$ cat config.mk
export PLATFORM = sky130hd
export DESIGN_NAME = io_input_conditioner
export DESIGN_NICKNAME = d
export VERILOG_FILES = /design/src/rtl/io_pkg.sv /design/src/rtl/debounce_bit.sv /design/src/rtl/io_input_conditioner.sv
export SDC_FILE = /design/constraint.sdc
export NUM_CORES = 1
export LEC_CHECK = 0
export CORE_ASPECT_RATIO = 0.8
export CORE_MARGIN = 8
export CORE_UTILIZATION = 55
export DETAILED_ROUTE_END_ITERATION = 12
export PLACE_DENSITY = 0.7
export SLEW_MARGIN = 20
export SYNTH_ARGS = -nofsm -noshare
export SYNTH_HDL_FRONTEND = slang
export SYNTH_SLANG_ARGS = --single-unit
export TNS_END_PERCENT = 1
$ cat constraint.sdc
create_clock -name clk -period 2.2 [get_ports clk]
set_clock_uncertainty 0.2 [all_clocks]
set_input_delay 0.44 -clock clk [delete_from_list [all_inputs] [get_ports clk]]
set_output_delay 0.44 -clock clk [all_outputs]
set_load 0.01 [all_outputs]
$ cat src/rtl/io_pkg.sv
// io_pkg
//   Memory-mapped IO addresses shared between the core and the IO blocks,
//   plus the input widths used by io_input_conditioner.
package io_pkg;

    localparam logic [31:0] IO_DIPA_ADDR = 32'd4076;
    localparam logic [31:0] IO_DIPB_ADDR = 32'd4080;
    localparam logic [31:0] IO_BTN_ADDR  = 32'd4084;
    localparam logic [31:0] IO_LED_ADDR  = 32'd4088;
    localparam logic [31:0] IO_7SEG_ADDR = 32'd4092;

    localparam int N_DIP = 4;
    localparam int N_BTN = 5;
    localparam int N_RAW = 2 * N_DIP + N_BTN;

endpackage

$ cat src/rtl/debounce_bit.sv
// debounce_bit
//   Two-flop synchronizer followed by a counting debouncer for one
//   asynchronous input bit. A new level is accepted only after the
//   synchronized value has differed from the stable level for
//   DEBOUNCE_CYCLES consecutive cycles.
// Ports:
//   clk     system clock
//   reset   synchronous, active-high
//   raw     asynchronous input bit
//   stable  debounced level (registered)
module debounce_bit #(
    parameter int DEBOUNCE_CYCLES = 50000
) (
    input  logic clk,
    input  logic reset,
    input  logic raw,
    output logic stable
);

    localparam int CNT_W = (DEBOUNCE_CYCLES > 1) ? $clog2(DEBOUNCE_CYCLES) : 1;
    localparam logic [CNT_W-1:0] CNT_MAX = CNT_W'(DEBOUNCE_CYCLES - 1);

    logic [1:0]       sync_q, sync_d;
    logic             stable_q, stable_d;
    logic [CNT_W-1:0] cnt_q, cnt_d;

    always_comb begin
        sync_d   = {sync_q[0], raw};
        stable_d = stable_q;
        cnt_d    = '0;
        if (sync_q[1] != stable_q) begin
            // Terminal count: accept the new level and restart, so the
            // counter never needs to go past CNT_MAX.
            if (cnt_q == CNT_MAX) begin
                stable_d = sync_q[1];
            end else begin
                cnt_d = cnt_q + 1'b1;
            end
        end
    end

    always_ff @(posedge clk) begin
        if (reset) begin
            sync_q   <= '0;
            stable_q <= 1'b0;
            cnt_q    <= '0;
        end else begin
            sync_q   <= sync_d;
            stable_q <= stable_d;
            cnt_q    <= cnt_d;
        end
    end

    assign stable = stable_q;

endmodule

$ cat src/rtl/io_input_conditioner.sv
// io_input_conditioner
//   Conditions the board DIP switches and push buttons for the core:
//   every bit is synchronized and debounced, button rising edges produce
//   a one-cycle press pulse, and presses are latched into sticky flags
//   that a read of the button address clears.
// Ports:
//   clk        system clock
//   reset      synchronous, active-high
//   dip_a_raw  DIP switches, low nibble (async)
//   dip_b_raw  DIP switches, high nibble (async)
//   btn_raw    push buttons, active-high, bouncing (async)
//   rd_btn     one-cycle strobe, core reads the button address
//   A_dip_lsb  debounced dip_a level
//   B_dip_msb  debounced dip_b level
//   C_button   sticky press flags
//   btn_level  debounced button level
//   btn_press  one-cycle pulse per debounced button press
module io_input_conditioner
    import io_pkg::*;
#(
    parameter int DEBOUNCE_CYCLES = 50000
) (
    input  logic             clk,
    input  logic             reset,
    input  logic [N_DIP-1:0] dip_a_raw,
    input  logic [N_DIP-1:0] dip_b_raw,
    input  logic [N_BTN-1:0] btn_raw,
    input  logic             rd_btn,
    output logic [N_DIP-1:0] A_dip_lsb,
    output logic [N_DIP-1:0] B_dip_msb,
    output logic [N_BTN-1:0] C_button,
    output logic [N_BTN-1:0] btn_level,
    output logic [N_BTN-1:0] btn_press
);

    logic [N_RAW-1:0] raw_all;
    logic [N_RAW-1:0] stable_all;

    assign raw_all = {btn_raw, dip_b_raw, dip_a_raw};

    for (genvar i = 0; i < N_RAW; i++) begin : g_db
        debounce_bit #(
            .DEBOUNCE_CYCLES(DEBOUNCE_CYCLES)
        ) u_db (
            .clk    (clk),
            .reset  (reset),
            .raw    (raw_all[i]),
            .stable (stable_all[i])
        );
    end

    assign A_dip_lsb = stable_all[N_DIP-1:0];
    assign B_dip_msb = stable_all[2*N_DIP-1:N_DIP];
    assign btn_level = stable_all[N_RAW-1:2*N_DIP];

    logic [N_BTN-1:0] btn_prev_q, btn_prev_d;
    logic [N_BTN-1:0] btn_press_q, btn_press_d;
    logic [N_BTN-1:0] c_button_q, c_button_d;

    always_comb begin
        btn_prev_d  = btn_level;
        btn_press_d = btn_level & ~btn_prev_q;
        // A press landing in the same cycle as the read survives the clear.
        c_button_d  = (rd_btn ? '0 : c_button_q) | btn_press_q;
    end

    always_ff @(posedge clk) begin
        if (reset) begin
            btn_prev_q  <= '0;
            btn_press_q <= '0;
            c_button_q  <= '0;
        end else begin
            btn_prev_q  <= btn_prev_d;
            btn_press_q <= btn_press_d;
            c_button_q  <= c_button_d;
        end
    end

    assign btn_press = btn_press_q;
    assign C_button  = c_button_q;

endmodule

==> results.sh <==
export IMPL_status="complete, no violations"
export IMPL_power_leakage_uw=0.003795
export IMPL_ys_types=41
export IMPL_drive_gt1_frac=0.06667
export IMPL_yosys_area_top_type="dfxtp_1"
export IMPL_yosys_top_cells_area="dfxtp_1 (48%), xnor2_1 (13%), nor2_1 (8.5%)"
export IMPL_ir_worst_vdd_mv=0.5535
export IMPL_diodes=0
export IMPL_gp_congestion=0.8332
export IMPL_viasPerCell=5.190
export IMPL_synth_seq_cells=262
export IMPL_h_tree_depth=1
export IMPL_cts_setup_buffers=0
export IMPL_detail_route_antenna_nets=0
export IMPL_post_route_min_period_ns=2.137
export IMPL_die_area_mm2=0.02464
export IMPL_synthFlopType="dfxtp_1"
export IMPL_post_place_ws_ns=0.2453
export IMPL_power_internal_uw=7471
export IMPL_synth_edf_count=0
export IMPL_io_pins=39
export IMPL_clk_path_buf_depth=3
export IMPL_worstPathMaxFanout=4
export IMPL_pwr_share_comb=0.014
export IMPL_worstMarginPinSlew_ns=0.5023
export IMPL_gr_total_overflow=0
export IMPL_antenna_found_initial=0
export IMPL_sequentialPowerShare=0.512
export IMPL_wire_per_inst_um=12.56
export IMPL_maxCapViolCount=0
export IMPL_setup_viol=0
export IMPL_min_period_over_period=0.9712
export IMPL_core_area_mm2=0.01963
export IMPL_postSynthAreaPerCell_um2=9.073
export IMPL_power_switching_uw=1888
export IMPL_initial_core_util=0.5561
export IMPL_wirelength_mm=19.33
export IMPL_yosys_warnings=0
export IMPL_ys_seq_area_frac=0.4806
export IMPL_crit_family="buffers and inverters"
export IMPL_fp_dieH_um=142.0
export IMPL_worst_path_buf_inv=1
export IMPL_maxSlewHeadroom=0.6643
export IMPL_finalHoldViolations=0
export IMPL_timing_final_ws_setup_ns=0.06330
export IMPL_synth_async_sr_flop_share=0
export IMPL_cts_root_buf="clkbuf_16"
export IMPL_crit_chain="clkdlybuf4s50_1"
export IMPL_syn_nets=1232
export IMPL_num_rows=46
export IMPL_dp_hpwl_mm=13.16
export IMPL_endpoint_kind="output port"
export IMPL_portBuffers=38
export IMPL_area_delta_synth_final_pct=14.18
export IMPL_slew_violations=0
export IMPL_die_x_um=173.5
export IMPL_drc=0
export IMPL_netlist_instances=1203
export IMPL_grt_pass1_wl_mm=33.78
export IMPL_power_density_mw_per_mm2=751.1
export IMPL_fillers=1643
export IMPL_numCtsBuffers=27
export IMPL_first_global_vias=7265
export IMPL_worstPathRequired_ns=1.56
export IMPL_cp_start_kind="register"
export IMPL_drtIter0Drc=457
export IMPL_total_power_uw=9360
export IMPL_yosysTopAreaCellShare=0.4806
export IMPL_cp_slowest_stage_delay_ns=0.59
export IMPL_swShare=0.2018
export IMPL_grt_max_degree=40
export IMPL_placedCellCount=1491
export IMPL_worstSetupPathType="register to output port"
export IMPL_clock_power_share=0.474
export IMPL_clk_latency_ns=0.53
export IMPL_hp_class="primary input to register"
export IMPL_fmax_ghz=0.4680
export IMPL_nNetsFinal=1285
export IMPL_rsz0062_at_grt="false"
export IMPL_layout_cells_non_filler=1539
export IMPL_cts_tree="yes"
export IMPL_vias=7987
export IMPL_clk_pin_slew_worst_paths_ns=0.06
export IMPL_setup_tns_ns=0
export IMPL_dr_pass1_iters=5
export IMPL_netlist_area_mm2=0.01091
export IMPL_cts_sinks=262
export IMPL_grt_use_total=0.1558
export IMPL_slowest_stage="clkdlybuf4s50_1"
export IMPL_cp_arrival_ns=1.50
final timing paths:
path	slack [ns]	cells after the start	startpoint	to
setup / recovery	0.06	1	g_db[12].u_db.stable	btn_level[4]
hold / removal	0.14	3	reset	C_button[4]
setup reg to reg	0.20	5	g_db[8].u_db.cnt_q[0]	g_db[8].u_db.stable
hold reg to reg	0.18	1	btn_prev_q[2]	btn_press[2]
cells in the mapped netlist (3+ instances only):
cell type	count
dfxtp_1	262
nor2_1	248
xnor2_1	164
nand3_1	63
nor4_1	59
nand2_1	53
nand4_1	52
nor3_1	48
inv_1	36
nor2b_1	36
xor2_1	28
buf_4	16
and3_1	15
clkbuf_1	15
ha_1	13
mux2i_1	10
a21oi_1	9
nor4bb_1	8
nand4b_1	7
or3_1	7
buf_6	6
or4_1	6
nor4b_1	5
nor4_2	4
o21ai_0	4
or4bb_1	4
buf_1	3
o21ai_1	3
kinds of logic after synthesis:
kind of cell | synth area share
fa+ha+maj | 0.01490
mux | 0.009172
compound gates | 0.008712
flops | 0.4806
xor+xnor | 0.1541
buf+inv | 0.03623
simple gates | 0.2963
per-stage QoR:
step / area (um2) / hold slack [ns] / utilization
global route: 12460 / 0.1346 / 0.6350
CTS: 12460 / 0.1249 / 0.6346
finish: 12460 / 0.1371 / 0.6350
detailed placement: 11570 / 0.1742 / 0.5898
global placement: 11570 / 0.1715 / 0.5898
floorplan: 10910 / 0.1674 / -
layer usage:
metal  track usage  vias up  wire, um
met4       0.03850        0       365
met3       0.02917       30       638
met5             0        -         0
li1              -     4188         -
met1        0.2245     3663     10220
met2        0.2367      106      8109
layout by cell type (no fill, tap or decap), types with 3 or more instances in the layout:
cell | netlist | layout
a21oi_1 | 9 | 9
nor2_1 | 248 | 248
o21ai_1 | 3 | 3
nor4b_1 | 5 | 5
nor4bb_1 | 8 | 8
or3_1 | 7 | 7
nor4_1 | 59 | 59
nor4_2 | 4 | 4
clkbuf_16 | 0 | 27
nor2b_1 | 36 | 36
mux2i_1 | 10 | 10
nand4b_1 | 7 | 7
o21ai_0 | 4 | 4
dfxtp_1 | 262 | 261
nand3_1 | 63 | 63
nand2_1 | 53 | 53
or4bb_1 | 4 | 4
xnor2_1 | 164 | 164
clkbuf_1 | 15 | 4
clkdlybuf4s50_1 | 0 | 35
nor3_1 | 48 | 48
or4_1 | 6 | 6
clkbuf_8 | 0 | 8
and3_1 | 15 | 15
ha_1 | 13 | 13
xor2_1 | 28 | 28
nand4_1 | 52 | 52
clkinv_2 | 0 | 5
buf_4 | 16 | 26
inv_1 | 36 | 36
area by class of cell:
class	instances	area [um2]	share of cell area
Tap cell	264	330.3	0.02651
Sequential cell	262	5246	0.4210
Inverter	36	135.1	0.01084
Clock buffer	39	800.8	0.06426
Clock inverter	9	80.08	0.006426
Multi-Input combinational cell	864	5274	0.4232
Timing Repair Buffer	65	595.6	0.04779
timing repair:
| item | in CTS | in global routing |
|---|---|---|
| hold endpoints to repair | 0 | 0 |
| resized for setup | 0 | 3 |
| endpoints found under the setup margin | 0 | 3 |
| hold buffers | 0 | 0 |
power by group through the flow:
stage | logic, uW | registers [uW] | clock network, uW
global placement | 134 | 4900 | 0
finish | 133 | 4790 | 4440
detailed placement | 135 | 4900 | 0
floorplan | 78.9 | 4890 | 0
CTS | 135 | 4790 | 4540
global route | 148 | 4790 | 4760
state kept, by name, summed over array words and instances, names as in the netlist:
name	count
C_button	5
btn_prev_q	5
g_db.u_db.sync_q	26
g_db.u_db.stable	13
btn_press	5
g_db.u_db.cnt_q	208
Note: power is estimated with default switching activity, not from simulation.
